<file path="src/rtl/nanosoc_busmatrix_output_arbiter.sv">
// Round-robin address-phase arbiter for one bus-matrix output port, with data-phase owner tracking.
// Optional burst hold (fixed-length bursts never split) is built when NANOSOC_BUSMATRIX_ARB_BURST_HOLD_EN is defined.
module nanosoc_busmatrix_output_arbiter #(
    parameter int NUM_PORTS = 3
) (
    input  logic                     HCLK,
    input  logic                     HRESET,
    input  logic [NUM_PORTS-1:0]     REQ,
    input  logic [2*NUM_PORTS-1:0]   HTRANS_IN,
    input  logic [3*NUM_PORTS-1:0]   HBURST_IN,
    input  logic [NUM_PORTS-1:0]     HMASTLOCK_IN,
    input  logic                     HREADYM,
    output logic [NUM_PORTS-1:0]     ADDR_SEL,
    output logic                     ADDR_ACTIVE,
    output logic [NUM_PORTS-1:0]     DATA_SEL,
    output logic                     DATA_ACTIVE,
    output logic                     NO_PORT
);

    localparam int PW = $clog2(NUM_PORTS);
    localparam logic [1:0] TRANS_BUSY = 2'b01;
    localparam logic [1:0] TRANS_SEQ  = 2'b11;
    localparam logic [NUM_PORTS-1:0] PORT0_SEL = {{(NUM_PORTS-1){1'b0}}, 1'b1};
    localparam logic [PW-1:0] PTR_RESET  = PW'(NUM_PORTS - 1);
    localparam logic [PW:0]   PORT_COUNT = (PW+1)'(NUM_PORTS);

    logic [NUM_PORTS-1:0] grant_r;
    logic [PW-1:0]        ptr_r;
    logic [NUM_PORTS-1:0] data_sel_r;
    logic                 data_active_r;

    logic [1:0]    htrans_g_s;
    logic          req_g_s;
    logic          lock_g_s;
    logic          addr_active_s;
    logic          burst_hold_s;
    logic          hold_s;
    logic          arb_s;
    logic          any_req_s;
    logic [PW-1:0] next_ptr_s;

    // Select the control signals of the port that currently owns the address phase.
    always_comb begin
        htrans_g_s = 2'b00;
        req_g_s    = 1'b0;
        lock_g_s   = 1'b0;
        for (int i = 0; i < NUM_PORTS; i++) begin
            htrans_g_s = htrans_g_s | (HTRANS_IN[2*i +: 2] & {2{grant_r[i]}});
            req_g_s    = req_g_s    | (REQ[i] & grant_r[i]);
            lock_g_s   = lock_g_s   | (HMASTLOCK_IN[i] & grant_r[i]);
        end
    end

    assign addr_active_s = req_g_s & htrans_g_s[1];

`ifdef NANOSOC_BUSMATRIX_ARB_BURST_HOLD_EN
    localparam logic [1:0] TRANS_NONSEQ = 2'b10;

    logic [3:0] bcnt_r;
    logic [3:0] bcnt_upd_s;
    logic [2:0] hburst_g_s;

    // Remaining SEQ beats after a NONSEQ of the given burst type.
    function automatic logic [3:0] burst_len_f(input logic [2:0] hburst);
        logic [3:0] len;
        case (hburst)
            3'd2, 3'd3: len = 4'd3;
            3'd4, 3'd5: len = 4'd7;
            3'd6, 3'd7: len = 4'd15;
            default:    len = 4'd0;
        endcase
        return len;
    endfunction

    // Select the burst type of the granted port.
    always_comb begin
        hburst_g_s = 3'b000;
        for (int i = 0; i < NUM_PORTS; i++) begin
            hburst_g_s = hburst_g_s | (HBURST_IN[3*i +: 3] & {3{grant_r[i]}});
        end
    end

    // Beat count after this cycle if it completes; BUSY pauses, anything non-active else ends the burst.
    always_comb begin
        bcnt_upd_s = bcnt_r;
        if (addr_active_s) begin
            if (htrans_g_s == TRANS_NONSEQ) begin
                bcnt_upd_s = burst_len_f(hburst_g_s);
            end else if (bcnt_r != 4'd0) begin
                bcnt_upd_s = bcnt_r - 4'd1;
            end else begin
                bcnt_upd_s = 4'd0;
            end
        end else if (htrans_g_s == TRANS_BUSY) begin
            bcnt_upd_s = bcnt_r;
        end else begin
            bcnt_upd_s = 4'd0;
        end
    end

    // Beat counter advances only on completed phases.
    always_ff @(posedge HCLK or posedge HRESET) begin
        if (HRESET) begin
            bcnt_r <= 4'd0;
        end else if (HREADYM) begin
            bcnt_r <= bcnt_upd_s;
        end
    end

    // Looking at the post-update count keeps the opening NONSEQ of a burst from re-arbitrating.
    assign burst_hold_s = (bcnt_upd_s != 4'd0);
`else
    logic hburst_unused_s;

    // Burst type only matters when burst hold is built in.
    assign hburst_unused_s = ^HBURST_IN;
    assign burst_hold_s    = 1'b0;
`endif

    assign hold_s = lock_g_s | (htrans_g_s == TRANS_SEQ) | (htrans_g_s == TRANS_BUSY) | burst_hold_s;
    assign arb_s  = HREADYM & ~hold_s;

    // Round-robin search starting one past the last winner, wrapping around.
    always_comb begin
        logic [PW:0] cand_v;
        logic        take_v;
        next_ptr_s = ptr_r;
        any_req_s  = 1'b0;
        cand_v     = {(PW+1){1'b0}};
        take_v     = 1'b0;
        for (int k = 1; k <= NUM_PORTS; k++) begin
            cand_v = {1'b0, ptr_r} + (PW+1)'(k);
            if (cand_v >= PORT_COUNT) begin
                cand_v = cand_v - PORT_COUNT;
            end else begin
                cand_v = cand_v;
            end
            take_v     = ~any_req_s & REQ[cand_v[PW-1:0]];
            next_ptr_s = take_v ? cand_v[PW-1:0] : next_ptr_s;
            any_req_s  = any_req_s | take_v;
        end
    end

    // Grant and rotation pointer move only at arbitration points with a requester; otherwise park.
    always_ff @(posedge HCLK or posedge HRESET) begin
        if (HRESET) begin
            grant_r <= PORT0_SEL;
            ptr_r   <= PTR_RESET;
        end else if (arb_s && any_req_s) begin
            grant_r <= PORT0_SEL << next_ptr_s;
            ptr_r   <= next_ptr_s;
        end
    end

    // Data-phase owner follows the address phase once it completes.
    always_ff @(posedge HCLK or posedge HRESET) begin
        if (HRESET) begin
            data_sel_r    <= {NUM_PORTS{1'b0}};
            data_active_r <= 1'b0;
        end else if (HREADYM) begin
            data_sel_r    <= grant_r;
            data_active_r <= addr_active_s;
        end
    end

    assign ADDR_SEL    = grant_r;
    assign ADDR_ACTIVE = addr_active_s;
    assign NO_PORT     = ~addr_active_s;
    assign DATA_SEL    = data_sel_r;
    assign DATA_ACTIVE = data_active_r;

endmodule

</file>
<file path="config.mk">
export PLATFORM = sky130hd
export DESIGN_NAME = nanosoc_busmatrix_output_arbiter
export DESIGN_NICKNAME = d
export VERILOG_FILES = /design/src/rtl/nanosoc_busmatrix_output_arbiter.sv
export SDC_FILE = /design/constraint.sdc
export NUM_CORES = 1
export LEC_CHECK = 0
export BUFFER_PORTS_ARGS = -buffer_cell sky130_fd_sc_hd__buf_2
export CAP_MARGIN = 10
export CORE_MARGIN = 4
export CORE_UTILIZATION = 25
export DETAILED_ROUTE_END_ITERATION = 7
export GPL_ROUTABILITY_DRIVEN = 0
export SETUP_SLACK_MARGIN = 0.4
export SLEW_MARGIN = 20
export SYNTH_ARGS = -nofsm -noshare
export SYNTH_HDL_FRONTEND = slang
export SYNTH_SLANG_ARGS = --single-unit
</file>
<file path="constraint.sdc">
create_clock -name HCLK -period 2.4 [get_ports HCLK]
set_clock_uncertainty 0.05 [all_clocks]
set_input_delay 0.72 -clock HCLK [delete_from_list [all_inputs] [get_ports HCLK]]
set_output_delay 0.72 -clock HCLK [all_outputs]
set_load 0.02 [all_outputs]
</file>
==> results.toml <==
[synth]
synth_ff_type = "dfrtp_1"
synth_cell_type_count = 29
syn_area_um2 = 646
syn_avg_cell_area_um2 = 10.2
synth_nets = 90
async_flop_share_pct = 100
ys_seq_area_share_pct = 35.3
synth-seq-cells = 9
syn-instance-count = 63
synth_warnings = 0
synth-edff-count = 0

[setup_path]
crit_required_ns = 1.63
critical_path.endpoint_type = "output port"
crit_type = "in2out"
cp-start-kind = "input pin"
crit_arrival_ns = 1.47
cpMaxStageDelayCell = "a22o_4"
cp_max_fo = 3
r2r_cells = 7
cp_cell_sequence = "buf_8, a22o_4, o22ai_4, nor2_4, inv_2, buf_6"
critPathMaxStageDelay_ns = 0.26

[power_and_ir_drop]
vdd_drop_max_mv = 0.943
seqPwrFrac_pct = 19.5
leakagePower_nw = 0.458
power.internal_mw = 0.859
p_total_mw = 1.59
p_switching_mw = 0.728
clkPwrFrac_pct = 7.7
p_sw_share_pct = 45.9
powerDensity_mw_per_mm2 = 1490
share_comb_of_total_power_pct = 72.8

[final_layout]
final_nets = 124
layout_common_cells = "18 x buf_2, 7 x buf_4, 6 x dfrtp_1"
final_common_cell = "buf_2"
n_antenna_cell = 0
drive_above_1_share_pct = 71.9
area_delta_synth_final_pct = 64.9
fill_cells = 252

[clocking]
hold_buffers = 0
h-tree-depth = 1
cts_sinks = 9
cts_inserted_buffers = 3
cts.reportedPaths.clkPinSlew_ns = 0.06
clk_path_buf_depth = 2
clock_latency_ns = 0.27
root_buffer = "clkbuf_4"
cts_tree = "built"

[global_route]
grt_usage_pct = 10.7
grt_antenna_before_repair = 0
grt_pass1_wl_um = 2770
grt_pass1_vias = 592
overflow = 0
grt_start_max_net_pins = 10

[detailed_routing]
drt_iter0_markers = 20
wl_um = 1830
drt_drc_violations_left = 0
vias = 617
wl_per_cell_um = 14.5
firstDrtPassIters = 4
ant_nets = 0
routed_via_density = 4.90

[run]
maxCapViolations = 0

[run_status]
status = "completed"

[die]
die_height_um = 58.8
die_area_mm2 = 0.00346
ioPinCount = 33
rows = 18
die_width_um = 58.8
core-area_mm2 = 0.00248
start_util_pct = 26.1

[sta]
hold_violations = 0
final-max-slew-violation-count = 0
holdWs_ns = 0.337
fin_crit_sh_pct = 93.4
finalSetupViolCount = 0
min_period_ns = 2.24
clock.fmax_ghz = 0.446
slew_headroom_pct = 74.6
worst-slew-pin-transition_ns = 0.377
finalSetupTns_ns = 0
rsz0062_at_grt = "yes"

[min_path]
hold_class = "in2async"

[place]
place.port_buffers = 23
dp_hpwl_um = 1180
-- metal layers --
layer	wire [µm]	global-route usage [%]
met5	0	0
met4	44	5.83
met3	114	3.29
met2	920	15.5
met1	747	14.2
-- logic make-up after synthesis --
| logic type | after synthesis | share of synthesized area [%] |
|---|---|---|
| AO/OA/AOI/OAI | 20 | 24.4 |
| adder cells (fa/ha/maj) | 3 | 5.81 |
| buffers and inverters | 6 | 4.65 |
| flip-flops | 9 | 35.3 |
| multiplexers | 8 | 13.8 |
| AND/OR/NAND/NOR | 17 | 16.1 |
-- worst max-delay path: cells and delay by family --
kind                   cells  cell delay [ns]
AOI/OAI and AO/OA          2             0.43
buffers and inverters      3             0.25
and+or+nand+nor            1             0.07
-- per-stage QoR --
step | instance area [µm²] | setup WS, ns | util [%] | std cells
after floorplan | 657 | 0.310 | - | 63
after global placement | 798 | 0.102 | 32.2 | 115
after detailed placement | 798 | 0.0880 | 32.2 | 115
after CTS | 970 | 0.176 | 39.1 | 126
after global routing | 1060 | 0.134 | 43.0 | 126
final | 1060 | 0.158 | 43.0 | 126
-- power groups by stage --
| stage | combinational, mW | sequential (mW) | clock, mW |
|---|---|---|---|
| after floorplan | 0.525 | 0.355 | 0 |
| after global routing | 1.23 | 0.322 | 0.134 |
| after detailed placement | 0.718 | 0.303 | 0 |
| final | 1.16 | 0.309 | 0.121 |
| after CTS | 0.952 | 0.300 | 0.123 |
| after global placement | 0.703 | 0.299 | 0 |
-- worst paths after layout --
check / startpoint / to / slack [ns]
hold reg to reg: DATA_SEL[1] / DATA_SEL[1] / 0.46
min in group HCLK: DATA_SEL[1] / DATA_SEL[1] / 0.46
setup / recovery: REQ[1] / NO_PORT / 0.16
max in group asynchronous: HRESET / ADDR_SEL[0] / 1.66
setup reg to reg: ptr_r[1] / ADDR_SEL[2] / 0.27
hold / removal: HRESET / DATA_SEL[1] / 0.34
-- flip-flops by register name (all words and copies together) (netlist names) --
name         cells
ADDR_SEL         3
DATA_ACTIVE      1
ptr_r            2
DATA_SEL         3
-- layout make-up --
class | count | area, µm² | area share [%]
clock buffers | 4 | 26.3 | 2.47
inverters | 5 | 18.8 | 1.76
multi-input cells | 48 | 551 | 51.7
flip-flops and latches | 9 | 229 | 21.5
well taps | 30 | 37.5 | 3.53
repair buffers | 30 | 203 | 19.0
-- synth_stat cells (2+ instances only) --
| cell type | instances | area share (%) |
|---|---|---|
| a21oi_1 | 3 | 2.3 |
| a22o_1 | 2 | 2.7 |
| dfrtp_1 | 7 | 27 |
| dfstp_2 | 2 | 8.1 |
| ha_1 | 3 | 5.8 |
| inv_1 | 4 | 2.3 |
| mux2_2 | 6 | 10 |
| nand2_1 | 2 | 1.2 |
| nand2b_1 | 4 | 3.9 |
| nand3_1 | 3 | 2.3 |
| nor2_1 | 3 | 1.7 |
| o211ai_1 | 2 | 2.3 |
| o21ai_0 | 5 | 3.9 |
| o22ai_1 | 2 | 1.9 |
-- what timing repair did --
action | in CTS | in global routing
pin swaps | 10 | 9
setup buffers | 7 | 0
endpoints found under the hold margin | 0 | 0
endpoints found under the setup margin | 7 | 8
resized for setup | 25 | 18
Note: power is estimated with default switching activity, not from simulation.
